==> src/rtl/mem_burst_ctrl.sv <==
// Cache-line burst sequencer: splits one line request into BEATS req/ack memory beats.
// Define MEM_TIMEOUT_EN to abort a line when a beat waits TIMEOUT cycles for mem_ack.
module mem_burst_ctrl #(
   parameter int ADDR_W  = 64,
   parameter int DATA_W  = 64,
   parameter int BEATS   = 8,
   parameter int TIMEOUT = 256
) (
   input  logic                     clk,
   input  logic                     reset,
   input  logic                     req_valid,
   output logic                     req_ready,
   input  logic                     req_write,
   input  logic                     req_src,
   input  logic [ADDR_W-1:0]        req_addr,
   output logic [$clog2(BEATS)-1:0] beat_idx,
   input  logic [DATA_W-1:0]        wr_data,
   output logic                     wr_data_ack,
   output logic [DATA_W-1:0]        rd_data,
   output logic                     rd_valid,
   output logic                     rd_last,
   output logic                     rsp_src,
   output logic                     done,
   output logic                     error,
   output logic                     mem_req,
   output logic                     mem_we,
   output logic [ADDR_W-1:0]        mem_addr,
   output logic [DATA_W-1:0]        mem_wdata,
   input  logic                     mem_ack,
   input  logic [DATA_W-1:0]        mem_rdata
);

   localparam int BYTES  = DATA_W / 8;
   localparam int OFF_W  = $clog2(BYTES);
   localparam int IDX_W  = $clog2(BEATS);
   localparam int LINE_W = $clog2(BEATS * BYTES);
   localparam logic [ADDR_W-1:0] ALIGN_MASK = ~((ADDR_W'(1) << LINE_W) - ADDR_W'(1));

   localparam logic [1:0] S_IDLE  = 2'd0;
   localparam logic [1:0] S_READ  = 2'd1;
   localparam logic [1:0] S_WRITE = 2'd2;
   localparam logic [1:0] S_DONE  = 2'd3;

   if (BEATS < 2 || TIMEOUT < 2) begin : g_param_check
      $error("mem_burst_ctrl: BEATS and TIMEOUT must both be at least 2");
   end

   logic [1:0]        state;
   logic [1:0]        state_nxt;
   logic [ADDR_W-1:0] base;
   logic              beat_ack;
   logic              last_beat;
   logic              timed_out;

   assign req_ready   = (state == S_IDLE);
   assign mem_req     = (state == S_READ) || (state == S_WRITE);
   assign mem_we      = (state == S_WRITE);
   assign done        = (state == S_DONE);
   assign mem_wdata   = wr_data;
   assign wr_data_ack = (state == S_WRITE) && mem_ack;
   assign mem_addr    = mem_req ? base + (ADDR_W'(beat_idx) << OFF_W) : '0;
   // Acks outside READ/WRITE never reach the beat logic.
   assign beat_ack    = mem_req && mem_ack;
   assign last_beat   = (beat_idx == IDX_W'(BEATS - 1));

`ifdef MEM_TIMEOUT_EN
   localparam int CNT_W = $clog2(TIMEOUT);
   logic [CNT_W-1:0] wait_cnt;
   logic             err_q;

   // Idle cycles hold the counter at zero, so acceptance starts every line fresh.
   always_ff @(posedge clk) begin
      if (reset || !mem_req || mem_ack) wait_cnt <= '0;
      else                              wait_cnt <= wait_cnt + 1'b1;
   end

   always_ff @(posedge clk) begin
      if (reset || state == S_IDLE) err_q <= 1'b0;
      else if (timed_out)           err_q <= 1'b1;
   end

   assign timed_out = mem_req && !mem_ack && (wait_cnt == CNT_W'(TIMEOUT - 1));
   assign error     = done && err_q;
`else
   assign timed_out = 1'b0;
   assign error     = 1'b0;
`endif

   always_comb begin
      // NOTE: default first so every path assigns state_nxt and no latch is inferred.
      state_nxt = state;
      case (state)
         S_IDLE:          if (req_valid) state_nxt = req_write ? S_WRITE : S_READ;
         S_READ, S_WRITE: if (timed_out || (mem_ack && last_beat)) state_nxt = S_DONE;
         S_DONE:          state_nxt = S_IDLE;
         default:         state_nxt = S_IDLE;
      endcase
   end

   // NOTE: non-blocking assignments so every register samples pre-edge values.
   always_ff @(posedge clk) begin
      if (reset) begin
         state    <= S_IDLE;
         base     <= '0;
         beat_idx <= '0;
         rsp_src  <= 1'b0;
         rd_data  <= '0;
         rd_valid <= 1'b0;
         rd_last  <= 1'b0;
      end else begin
         state    <= state_nxt;
         rd_valid <= 1'b0;
         rd_last  <= 1'b0;
         if (state == S_IDLE && req_valid) begin
            base     <= req_addr & ALIGN_MASK;
            rsp_src  <= req_src;
            beat_idx <= '0;
         end
         if (beat_ack) begin
            beat_idx <= beat_idx + 1'b1;
            if (state == S_READ) begin
               rd_data  <= mem_rdata;
               rd_valid <= 1'b1;
               rd_last  <= last_beat;
            end
         end
      end
   end

endmodule

==> config.mk <==
export PLATFORM = sky130hd
export DESIGN_NAME = mem_burst_ctrl
export DESIGN_NICKNAME = d
export VERILOG_FILES = /design/src/rtl/mem_burst_ctrl.sv
export SDC_FILE = /design/constraint.sdc
export NUM_CORES = 1
export LEC_CHECK = 0
export CAP_MARGIN = 10
export CORE_AREA = 2 2 158 160
export DETAILED_ROUTE_END_ITERATION = 10
export DIE_AREA = 0 0 160 162
export DONT_BUFFER_PORTS = 1
export PLACE_DENSITY = 0.42
export SLEW_MARGIN = 20
export SYNTH_ARGS = -nofsm -noshare
export SYNTH_HDL_FRONTEND = slang
export SYNTH_SLANG_ARGS = --single-unit
==> constraint.sdc <==
create_clock -name clk -period 1.85 [get_ports clk]
set_input_delay 0.185 -clock clk [delete_from_list [all_inputs] [get_ports clk]]
set_output_delay 0.185 -clock clk [all_outputs]
set_load 0.1 [all_outputs]
# Word level (Yosys, flattened, before mapping)
# Cells that the tools add are included.
# Widths: inputs -> output; s select.
[op_classes] n_addsub=2 mux=8 mul=0 eq_ne=6 div_mod_pow=0 bitwise=2 reduce_logical=12 n_lt_le_gt_ge=0 shift=0
[ops] operator="$add 64x6->64" n=1
[ops] operator="$mux 64" n=1
[ops] operator="$mux 2" n=3
[ops] operator="$mux 3" n=2
[ops] operator="$pmux 2 s3" n=1
[ops] operator="$eq 2x2->1 const B" n=2
[ops] operator="$logic_and 1x1->1" n=4
[ops] operator="$ne 2x2->1 const B" n=2
[ops] operator="$reduce_and 2->1" n=2
[ops] operator="$reduce_or 2->1" n=2
[ops] operator="$add 3x1->3 const B" n=1
[ops] operator="$eq 3x3->1 const B" n=1
[ops] operator="$reduce_or 3->1" n=1
[ops] operator="$eq 2x1->1 const B" n=1
[ops] operator="$logic_not 2->1" n=1
[ops] operator="$not 1->1" n=2
[ops] operator="$reduce_bool 2->1" n=1
[ops] operator="$logic_or 1x1->1" n=1
[ops] operator="$mux 1" n=1
[totals] ram_bits=0 latch_bits=0 output_inout_bits=204 rom_bits=0 input_bits=198 register_bits=130 n_memories=0 wordCells=37

# Logic depth before layout (Yosys ltp)
# Gate-level depths: netlist of the first run.
[depth] depth_word=5 mapped_depth=8 mapped_depth_nobuf=5

# Least setup slack after synthesis of the first run
# No wires, ideal clock.
[synth_timing] kind="flip-flop to output port" startpoint="register state[0]" endpoint="output port mem_addr[23]" required_ps=1665 setup_slack_ps=-978 n_path_buf=2 arrival_ps=2643 path_stages_with_launch=6 path_cell_list="dfxtp_1 inv_1 ha_1 buf_2 clkbuf_1 and2_1"
[synth_between] elab_chain_len=3 word_cells_on_any_way=4 cone_classes="eq/ne (2); mux (1); reduce/logical (1)"
[synth_lines] element="start: declaration" line_no="48" rtl="logic [1:0] state;"
[synth_lines] element="start signal: assignment" line_no="111" rtl="state <= state_nxt;"
[synth_lines] element="$eq 2x1->1 / $eq 2x2->1 (equally long branches)" line_no="56" rtl="assign mem_req = (state == S_READ) || (state == S_WRITE);"
[synth_lines] element="$logic_or 1x1->1 (*)" line_no="56"
[synth_lines] element="named net mem_req" line_no="25" rtl="output logic mem_req,"
[synth_lines] element="$mux 64 (*)" line_no="61" rtl="assign mem_addr = mem_req ? base + (ADDR_W'(beat_idx) << OFF_W) : '0;"
[synth_lines] element="end: declaration" line_no="27" rtl="output logic [ADDR_W-1:0] mem_addr,"
# Mark *: on every way through the listed nets, which the timed path passes. The rest lies on a longest branch.

# Final worst setup path of the first run
[layout_timing] startpoint="register state[1]" endpoint="output port mem_addr[51]"
[layout_between] elab_chain_len=3 word_cells_on_any_way=4 cone_classes="eq/ne (2); mux (1); reduce/logical (1)"
[layout_lines] element="$eq 2x1->1 / $eq 2x2->1 (equally long branches)" line_no="56"
[layout_lines] element="$logic_or 1x1->1 (*)" line_no="56"
[layout_lines] element="$mux 64 (*)" line_no="61"
# Mark *: on every way between the ends. The rest lies on a longest branch, timed or not.

==> metrics.log, run 1 <==
INFO  metric result_of_the_run = finished, violations left
INFO  metric violations_in_the_final_reports = negative hold slack, negative setup slack
INFO  metric design.core.area = roughly 24000 sq um
INFO  metric number_of_buffers_created_by_cts = 17
INFO  metric synthToLayoutAreaGrowth = 35.1%
INFO  metric count_of_flip_flops_with_a_built_in_enable_after_synthesis = 0
INFO  metric yosys_register_bits = between 100 and 150
INFO  metric start_util = 22.9%
INFO  metric cap_violations = 0
INFO  metric fmaxAchievable = 0.529 GHz
INFO  metric worstHoldPathType = in2reg
INFO  metric post-place-ws = between 0.15 and 0.2 ns
INFO  metric rows = 57
INFO  metric post_synth_inst_count = between 700 and 800
INFO  metric power.density = roughly 1900 nW/um^2
INFO  metric final_cells = between 1000 and 1500
INFO  metric detail_route.iter0.violations = between 200 and 250
INFO  metric worst_slack = -0.0401 ns
INFO  metric drive_above_1_share = between 30% and 40%
INFO  metric htree_levels = 4
INFO  metric placement.cell_area = around 6700 sq um
INFO  metric setup.reg_to_reg.worst_slack = between 0.1 and 0.15 ns
INFO  metric final.period_utilization = 102%
INFO  metric dp.final_hpwl = roughly 11000 um
INFO  metric die_w = 160 um
INFO  metric route.detailed.vias_per_inst = between 4 and 5
INFO  metric area_share_of_the_leading_cell_type_in_the_synthesized_netlist = 47.1%
INFO  metric grt_start_max_net_pins = around 130
INFO  metric portBuffers = 0
INFO  metric path_class = reg2out
INFO  metric syn-mean-instance-area = slightly below 8 sq um
INFO  metric critical_path.endpoint_type = output pin
INFO  metric power.static_leakage = a little under 3 nW
INFO  metric fp.dieArea = between 20000 and 30000 sq um
INFO  metric clk_pin_slew_worst_paths = approximately 0.060 ns
INFO  metric globalplace.congestion = around 0.75
INFO  metric synth_ff_type = dfxtp_1
INFO  metric final_cell_area = between 7000 and 8000 sq um
INFO  metric holdWs = -0.153 ns
INFO  metric ys.warnings.count = 0
INFO  metric cts_max_path_buffers = 2
INFO  metric grt_antenna_before_repair = 0
INFO  metric critical_path_peak_fanout = 15
INFO  metric first_global_vias = around 4400
INFO  metric setup_repair_after_global_routing_missed_its_margin = yes
INFO  metric clock_insertion_delay_at_the_later_pin_of_the_skew_report = 0.42 ns
INFO  metric largest_voltage_drop_on_the_vdd_net = between 1 and 1.5 mV
INFO  metric worst-endpoint-required = 1.66 ns
INFO  metric final_hold_vios = 125
INFO  metric worstPathArrival = around 1.7 ns
INFO  metric synth_cell_types = 22
INFO  metric clock-root-buffer = clkbuf_16
INFO  metric routed-via-count = about 4500
INFO  metric placed_cells_incl_taps = ~1000
INFO  metric final_antenna_net_count = 0
INFO  metric min_tclk_post_route = around 1.9 ns
INFO  metric async_reset_ff_share = 0%
INFO  metric antenna_cells = 0
INFO  metric clock-skew-final = a little over 0.009 ns
INFO  metric synth-seq-area-share = about 47%
INFO  metric final_setup_fails = 45
INFO  metric final_nets = 956
INFO  metric remaining_drc_errors = 0
INFO  metric fp.dieH = 162 um
INFO  metric finalSetupTns = -0.986 ns
INFO  metric syn_area = between 5000 and 6000 sq um
INFO  metric detail_route.first_pass.iterations = 4
INFO  metric power = 14.1 mW
INFO  metric routed_wire_length_per_instance = 15.1 um
INFO  metric tritoncts_clock_tree = done
INFO  metric worst_setup_path_start_kind = flop
INFO  metric grt_pass1_wl = roughly 25000 um
INFO  metric final-max-slew-violation-count = 0
INFO  metric num_io_pins = approximately 400
INFO  metric synth_area_leader_cell = dfxtp_1
INFO  metric gr-total-overflow = 0
INFO  metric clock_sinks = 130
INFO  metric gr-usage-all-layers = 12.2%
INFO  metric postRouteWirelength = ~16000 um
INFO  metric yosys-top-cells-area = dfxtp_1, nand2_1, a21oi_1
==> cell families after synthesis <==
family	count (synthesis)	synth area share (%)
other cells	1	0.0678
buf+inv	119	13.8
mux	2	0.362
simple gates	325	25.3
flops	130	47.1
compound gates	130	12.0
fa+ha+maj	6	1.36
==> worst max-delay path, stage by stage, from the launching register on <==
cell and delay [ns]:
dfxtp_2 0.33, inv_2 0.05, ha_4 0.37, buf_12 0.18
and2_4 0.34
==> state kept, by name, summed over array words and instances (netlist names) <==
| signal | count |
|---|---|
| base | 58 |
| rd_data | 64 |
| state | 2 |
| beat_idx | 3 |
| rd_last | 1 |
| rsp_src | 1 |
| rd_valid | 1 |
==> metal layers <==
layer	global-route usage, %	share of wire (%)	vias to the layer above
met4	7.33	3.9	0
met2	19.9	47	162
li1	-	-	2266
met3	4.34	7.7	54
met5	0	0	-
met1	13.7	41	1997
==> repair_timing <==
| action | 4_1_cts | 5_1_grt |
|---|---|---|
| setup endpoints to repair | 62 | 63 |
| gates cloned | 1 | 1 |
| hold buffers | 3 | 4 |
| pin swaps | 24 | 16 |
| gates resized for setup | 18 | 19 |
| hold endpoints to repair | 130 | 128 |
| setup buffers | 9 | 2 |
==> cell type report <==
class,count,area (sq um)
multi-input cells,467,2360
fillers,2582,16600
clock buffers,20,457
inverters,2,7.51
flip-flops and latches,130,2610
clock inverters,11,130
repair buffers,134,1510
well taps,324,405
==> layout by cell type (no fill, tap or decap), drive strengths merged <==
master,n
clkinvlp,4
nand2,250
inv,4
mux2i,2
nand2b,1
bufinv,2
conb,4
dfxtp,130
nor3b,2
a2111o,1
dlygate4sd3,7
clkinv,3
and2,64
ha,6
a21oi,127
nor2,1
nor2b,1
clkbuf,21
o31ai,1
buf,126
a211o,1
or2,1
nand3,5
==> metrics by stage <==
step,utilization (%),hold WS (ns)
2_1_floorplan,-,0.321
3_3_place_gp,27.6,0.258
3_5_place_dp,27.6,0.262
4_1_cts,30.7,-0.195
5_1_grt,31.0,-0.191
6_report,31.0,-0.153
==> where the power goes <==
part	internal, mW	switching, mW
Clock	2.06	1.33
Sequential	3.21	0.168
Combinational	2.17	5.11
==> final timing paths <==
| check | depth (start not counted) | start | end |
|---|---|---|---|
| max | 4 | state[1] | mem_addr[51] |
| min | 1 | reset | rd_data[21] |
| max reg2reg | 6 | state[1] | base[21] |
| min reg2reg | 2 | base[9] | base[9] |
==> synthesized netlist by cell type, types with 2 or more instances <==
cell type and n:
nand2_1 250, dfxtp_1 130, a21oi_1 127, buf_4 76
and2_1 64, clkbuf_1 24, buf_2 14, ha_1 6
nand3_1 5, buf_6 2, inv_1 2, mux2i_1 2
nor3b_1 2
(Power assumes the default switching activity.)
==> run 2: changes to the inputs <==
--- a/config.mk
+++ b/config.mk
@@ -10,7 +10,6 @@
 export DETAILED_ROUTE_END_ITERATION = 10
 export DIE_AREA = 0 0 160 162
 export DONT_BUFFER_PORTS = 1
-export PLACE_DENSITY = 0.42
 export SLEW_MARGIN = 20
 export SYNTH_ARGS = -nofsm -noshare
 export SYNTH_HDL_FRONTEND = slang
==> run 2 against run 1 <==
Against the previous run: the flow still finishes with violations (negative hold slack, negative setup slack); clock power rose by 6.5%; via count rose by 3.7%; worst hold slack got worse by 0.0015 ns; clock skew fell by 0.0017 ns; critical path type unchanged.
==> metrics.log, run 2 (synthesized netlist as in run 1, its figures left out) <==
INFO  metric worst-endpoint-required = 1.66 ns (about the same)
INFO  metric rows = 57 (unchanged)
INFO  metric min_tclk_post_route = 1.95 ns (was 1.89 ns)
INFO  metric largest_register_ffs = 64 (unchanged)
INFO  metric clock_insertion_delay_at_the_later_pin_of_the_skew_report = 0.41 ns (was 0.42 ns)
INFO  metric top_register = rd_data (unchanged)
INFO  metric worst_setup_path_start_kind = flop (unchanged)
INFO  metric finalSetupTns = -1.85 ns (was -0.986 ns)
INFO  metric antenna_cells = 0 (unchanged)
INFO  metric power.density = 1960 nW/um^2 (was 1880 nW/um^2)
INFO  metric worstPathArrival = 1.77 ns (was 1.71 ns)
INFO  metric clk_pin_slew_worst_paths = 0.06 ns (about the same)
INFO  metric final_cell_area = 7690 sq um (was 7470 sq um)
INFO  metric num_io_pins = 402 (unchanged)
INFO  metric holdCritStartpoint = reset (unchanged)
INFO  metric worstPathBufferInverterCount = 4 (was 2)
INFO  metric design.core.area = 24100 sq um (unchanged)
INFO  metric timing.critical_path.mode_cell = buf_12
INFO  metric die_w = 160 um (unchanged)
INFO  metric cpLargestDelayFamily = buffers and inverters (was adder cells)
INFO  metric fp.dieH = 162 um (unchanged)
INFO  metric number_of_buffers_created_by_cts = 17 (unchanged)
INFO  metric worst_path_max_stage_delay = 0.33 ns (was 0.37 ns)
INFO  metric final.period_utilization = 105% (was 102%)
INFO  metric detail_route.first_pass.iterations = 8 (was 4)
INFO  metric detail_route.iter0.violations = 268 (was 232)
INFO  metric drive_above_1_share = 30.8% (was 30.4%)
INFO  metric holdWs = -0.155 ns (was -0.153 ns)
INFO  metric critical_path.endpoint_type = output pin (unchanged)
INFO  metric gr-usage-all-layers = 12.4% (was 12.2%)
INFO  metric dp.final_hpwl = 11100 um (was 10800 um)
INFO  metric slowest_stage = dfxtp_2 (was ha_4)
INFO  metric fmaxAchievable = 0.513 GHz (was 0.529 GHz)
INFO  metric setup.reg_to_reg.worst_slack = 0.11 ns (was 0.12 ns)
INFO  metric cap_violations = 0 (unchanged)
INFO  metric routed_wire_length_per_instance = 15.1 um (about the same)
INFO  metric largestRegisters = rd_data: 64 flops, base: 58 flops, beat_idx: 3 flops (unchanged)
INFO  metric synthToLayoutAreaGrowth = 39.1% (was 35.1%)
INFO  metric final_setup_fails = 41 (was 45)
INFO  metric final_nets = 963 (was 956)
INFO  metric htree_levels = 4 (unchanged)
INFO  metric result_of_the_run = finished, violations left (unchanged)
INFO  metric placement.cell_area = 6660 sq um (about the same)
INFO  metric most_common_cell_after_layout_fill_and_taps_aside = nand2_1 (unchanged)
INFO  metric violations_in_the_final_reports = negative hold slack, negative setup slack (unchanged)
INFO  metric clock-root-buffer = clkbuf_16 (unchanged)
INFO  metric routed-via-count = 4646 (was 4479)
INFO  metric cts_hold_repair.buffers = 9 (was 3)
INFO  metric path_class = reg2out (unchanged)
INFO  metric critical_path_peak_fanout = 7 (was 15)
INFO  metric hold_path_depth = 1 (unchanged)
INFO  metric cts_max_path_buffers = 2 (unchanged)
INFO  metric remaining_drc_errors = 0 (unchanged)
INFO  metric layout.cells.most_common_list = nand2_1, a21oi_1, dfxtp_1 (unchanged)
INFO  metric whs_endpoint = rd_data[52] (was rd_data[21])
INFO  metric fillCellCount = 2541 (was 2582)
INFO  metric route.detailed.vias_per_inst = 4.24 (was 4.12)
INFO  metric tritoncts_clock_tree = done (unchanged)
INFO  metric postRouteWirelength = 16500 um (was 16400 um)
INFO  metric setup_repair_after_global_routing_missed_its_margin = yes (unchanged)
INFO  metric fp.dieArea = 25900 sq um (unchanged)
INFO  metric final_antenna_net_count = 0 (unchanged)
INFO  metric grt_pass1_wl = 24900 um (was 24500 um)
INFO  metric portBuffers = 0 (unchanged)
INFO  metric worst_slack = -0.100 ns (was -0.0401 ns)
INFO  metric gr-total-overflow = 0 (unchanged)
INFO  metric clock_sinks = 130 (unchanged)
INFO  metric start_util = 22.9% (unchanged)
INFO  metric final-max-slew-violation-count = 0 (unchanged)
INFO  metric power.static_leakage = 3.06 nW (was 2.95 nW)
INFO  metric globalplace.congestion = 0.735 (was 0.750)
INFO  metric grt_antenna_before_repair = 0 (unchanged)
INFO  metric ff2ff_path_depth = 6 (unchanged)
INFO  metric cp_cell_sequence = inv_2 > ha_4 > buf_12 > buf_8 > buf_12 > and2_4 (was inv_2 > ha_4 > buf_12 > and2_4)
INFO  metric crit_start = state[0] (was state[1])
INFO  metric first_global_vias = 4525 (was 4411)
INFO  metric power = 15.1 mW (was 14.1 mW)
INFO  metric crit-reg2reg-capture = base[13] (was base[21])
INFO  metric worstHoldPathType = in2reg (unchanged)
INFO  metric grt_start_max_net_pins = 133 (unchanged)
INFO  metric reg2reg_from = state[1] (unchanged)
INFO  metric clock-skew-final = 0.00741 ns (was 0.00910 ns)
INFO  metric largest_voltage_drop_on_the_vdd_net = 1.59 mV (was 1.18 mV)
INFO  metric final_hold_vios = 122 (was 125)
==> run 2: cell types whose count changed in the layout (fill, tap and decap cells not counted), sizes merged <==
cell         change
bufinv           +2
clkinvlp         -3
dlygate4sd3      +2
clkbuf           -1
buf              +5
clkinv           +3
==> run 2: per-layer routing <==
layer,routed length (um),global-route usage [%],vias to the layer above
met3,1190,4.44,40
li1,-,-,2276
met5,0,0,-
met4,513,6.06,0
met1,6910,14.4,2150
met2,7930,20.4,180
==> run 2: worst max-delay path by stage <==
stage                   endpoint  cells past startpoint
finish              mem_addr[62]                      6
global route        mem_addr[59]                      6
CTS                 mem_addr[59]                      6
detailed placement   mem_addr[6]                      5
global placement     mem_addr[4]                      5
floorplan           mem_addr[23]                      5
==> run 2: worst reg2reg max path, stage by stage, from the launching register on <==
cell and delay, ns:
dfxtp_2 0.32, inv_2 0.07, ha_4 0.16, and2_2 0.33, nand2_1 0.13, a21oi_1 0.13, dlygate4sd3_1 0.55
==> run 2: through the flow <==
step           setup slack, ns  utilization, %  instances
2_1_floorplan           -0.138               -        716
3_3_place_gp             0.199            27.6       1037
3_5_place_dp             0.166            27.6       1037
4_1_cts                 -0.130            31.7       1092
5_1_grt                 -0.180            31.9       1096
6_report                -0.100            31.9       1096
==> run 2: where the power goes <==
part | total [mW] | internal (mW) | switching [mW]
Sequential | 3.38 | 3.21 | 0.168
Clock | 3.61 | 2.30 | 1.32
Combinational | 8.06 | 2.75 | 5.31
==> run 2: cell type report <==
type                    count  area, sq um  share of cell area (%)
well taps                 324          405                    5.27
clock inverters            13          183                    2.37
inverters                   2         7.51                  0.0976
multi-input cells         467         2360                    30.7
flip-flops and latches    130         2610                    33.9
repair buffers            141         1690                    22.0
clock buffers              19          443                    5.76
==> run 2: repair_timing <==
action,CTS,global route
pin swaps,34,3
setup endpoints to repair,62,61
resized for setup,34,4
gates cloned,4,1
buffers inserted,10,4
hold endpoints to repair,130,122
==> run 3: changes to the inputs <==
--- a/config.mk
+++ b/config.mk
@@ -6,10 +6,13 @@
 export NUM_CORES = 1
 export LEC_CHECK = 0
 export CAP_MARGIN = 10
+export CELL_PAD_IN_SITES_DETAIL_PLACEMENT = 1
+export CELL_PAD_IN_SITES_GLOBAL_PLACEMENT = 2
 export CORE_AREA = 2 2 158 160
 export DETAILED_ROUTE_END_ITERATION = 10
 export DIE_AREA = 0 0 160 162
 export DONT_BUFFER_PORTS = 1
+export PLACE_DENSITY_LB_ADDON = 0.1
 export SLEW_MARGIN = 20
 export SYNTH_ARGS = -nofsm -noshare
 export SYNTH_HDL_FRONTEND = slang
==> run 3 against run 2 <==
Against the previous run: the flow still finishes with violations (negative hold slack, negative setup slack); via count grew 1.2%; clock power shrank 12%; total power shrank 8.1%; critical path depth shrank 2; worst hold slack gained 0.0029 ns; die area is the same; sequential share of layout area grew 0.92 points; flip-flop and latch count is the same; sequential power is essentially flat.
==> metrics.log, run 3 (synthesized netlist as in run 1, its figures left out) <==
INFO  metric fp.dieArea = 25900 sq um (unchanged)
INFO  metric top_register = rd_data (unchanged)
INFO  metric grt_util_met2 = 24.5% (was 20.4%)
INFO  metric fp.dieH = 162 um (unchanged)
INFO  metric worst-endpoint-required = 1.66 ns (about the same)
INFO  metric die_w = 160 um (unchanged)
INFO  metric grt_start_max_net_pins = 133 (unchanged)
INFO  metric worst_slack = -0.0202 ns (was -0.100 ns)
INFO  metric first_global_vias = 4955 (was 4525)
INFO  metric final.period_utilization = 101% (was 105%)
INFO  metric clock-root-buffer = clkbuf_16 (unchanged)
INFO  metric placement.cell_area = 6580 sq um (was 6660 sq um)
INFO  metric worstHoldPathType = in2reg (unchanged)
INFO  metric num_io_pins = 402 (unchanged)
INFO  metric gr-total-overflow = 0 (unchanged)
INFO  metric htree_levels = 4 (unchanged)
INFO  metric grt_pass1_wl = 28600 um (was 24900 um)
INFO  metric final_cells = 1093 (was 1096)
INFO  metric remaining_drc_errors = 0 (unchanged)
INFO  metric setup_repair_after_global_routing_missed_its_margin = yes (unchanged)
INFO  metric largestRegisters = rd_data: 64 flops, base: 58 flops, beat_idx: 3 flops (unchanged)
INFO  metric final-max-slew-violation-count = 0 (unchanged)
INFO  metric worst_setup_path_start_kind = flop (unchanged)
INFO  metric globalplace.congestion = 0.750 (was 0.735)
INFO  metric portBuffers = 0 (unchanged)
INFO  metric post-place-ws = 0.139 ns (was 0.166 ns)
INFO  metric final_cell_area = 7490 sq um (was 7690 sq um)
INFO  metric clock_sinks = 130 (unchanged)
INFO  metric busiest_layer = met2 (unchanged)
INFO  metric critical_path.endpoint_type = output pin (unchanged)
INFO  metric fmaxAchievable = 0.535 GHz (was 0.513 GHz)
INFO  metric dp.final_hpwl = 12900 um (was 11100 um)
INFO  metric largest_register_ffs = 64 (unchanged)
INFO  metric detail_route.first_pass.iterations = 4 (was 8)
INFO  metric route.detailed.vias_per_inst = 4.30 (was 4.24)
INFO  metric clk_pin_slew_worst_paths = 0.07 ns (was 0.06 ns)
INFO  metric most_common_cell_after_layout_fill_and_taps_aside = nand2_1 (unchanged)
INFO  metric power.density = 1850 nW/um^2 (was 1960 nW/um^2)
INFO  metric path_class = reg2out (unchanged)
INFO  metric use_met3 = 5.90% (was 4.44%)
INFO  metric layout.cells.most_common_list = nand2_1, a21oi_1, dfxtp_1 (unchanged)
INFO  metric holdWs = -0.152 ns (was -0.155 ns)
INFO  metric postRouteWirelength = 19100 um (was 16500 um)
INFO  metric clock_insertion_delay_at_the_later_pin_of_the_skew_report = 0.42 ns (was 0.41 ns)
INFO  metric power = 13.8 mW (was 15.1 mW)
INFO  metric tritoncts_clock_tree = done (unchanged)
INFO  metric min_tclk_post_route = 1.87 ns (was 1.95 ns)
INFO  metric gr-usage-all-layers = 14.2% (was 12.4%)
INFO  metric clock-skew-final = 0.0122 ns (was 0.00741 ns)
INFO  metric final_setup_fails = 33 (was 41)
INFO  metric number_of_buffers_created_by_cts = 17 (unchanged)
INFO  metric layout.core_utilization = 31.1% (was 31.9%)
INFO  metric synthToLayoutAreaGrowth = 35.5% (was 39.1%)
INFO  metric power.static_leakage = 2.97 nW (was 3.06 nW)
INFO  metric groute.layer.met1.usage = 15.3% (was 14.4%)
INFO  metric final_nets = 960 (was 963)
INFO  metric worstPathArrival = 1.69 ns (was 1.77 ns)
INFO  metric cts_max_path_buffers = 2 (unchanged)
INFO  metric cap_violations = 0 (unchanged)
INFO  metric antenna_cells = 0 (unchanged)
INFO  metric start_util = 22.9% (unchanged)
INFO  metric violations_in_the_final_reports = negative hold slack, negative setup slack (unchanged)
INFO  metric routed-via-count = 4700 (was 4646)
INFO  metric critical_path_peak_fanout = 19 (was 7)
INFO  metric largest_voltage_drop_on_the_vdd_net = 1.21 mV (was 1.59 mV)
INFO  metric grt_antenna_before_repair = 0 (unchanged)
INFO  metric final_hold_vios = 120 (was 122)
INFO  metric placed_cells_incl_taps = 1033 (was 1037)
INFO  metric drive_above_1_share = 29.8% (was 30.8%)
INFO  metric rows = 57 (unchanged)
INFO  metric detail_route.iter0.violations = 189 (was 268)
INFO  metric routed_wire_length_per_instance = 17.4 um (was 15.1 um)
INFO  metric result_of_the_run = finished, violations left (unchanged)
INFO  metric final_antenna_net_count = 0 (unchanged)
INFO  metric design.core.area = 24100 sq um (unchanged)
run 3: changes by cell type in the layout (fill, tap and decap cells not counted), moves of 2 or more:
cell / change
bufinv_16: -3
buf_8: -3
ha_2: +2
buf_12: -6
buf_16: -3
dlygate4sd3_1: +7
buf_6: +2
clkinv_4: +3
run 3: path summary, 6_finish.rpt:
check / start / to / slack (ns) / depth (start not counted)
worst max-delay path: state[1] / mem_addr[61] / -0.02 / 4
worst min-delay path: reset / rd_data[36] / -0.15 / 1
worst max register to register: state[1] / rd_last / 0.11 / 7
worst min register to register: base[16] / base[16] / 0.45 / 2
run 3: critical path: stages, from the launching register on:
cell and delay, ns:
dfxtp_2 0.35, inv_4 0.05, ha_4 0.35, buf_12 0.17
and2_4 0.34
run 3: routing by layer:
layer | share of wire (%) | vias to the layer above
met5 | 0 | -
met4 | 2.6 | 0
met3 | 8.2 | 44
met2 | 50 | 199
met1 | 39 | 2183
li1 | - | 2274
run 3: stage by stage:
step           hold WS, ns  setup TNS, ns
6_report            -0.152         -0.460
5_1_grt             -0.203          -4.54
4_1_cts             -0.191          -2.82
3_5_place_dp         0.269              0
3_3_place_gp         0.266              0
2_1_floorplan        0.321         -0.138
run 3: power breakdown:
part | internal [mW] | total [mW] | switching, mW
Combinational | 2.12 | 7.24 | 5.12
Clock | 1.86 | 3.19 | 1.33
Sequential | 3.21 | 3.40 | 0.192
Total | 7.19 | 13.8 | 6.64
run 3: layout make-up:
class	instances	area [sq um]
multi-input combinational	467	2360
tap	324	405
clock buffer	18	429
sequential	130	2610
clock inverter	14	130
timing repair buffer	138	1550
fill	2844	16600
inverter	2	10.0
run 3: timing repair:
action / 4_1_cts / 5_1_grt
buffers inserted: 5 / 6
hold buffers: 11 / 5
endpoints found under the hold margin: 130 / 120
pin swaps: 29 / 13
gates resized for setup: 19 / 15
gates cloned: 1 / 2
setup endpoints to repair: 62 / 67
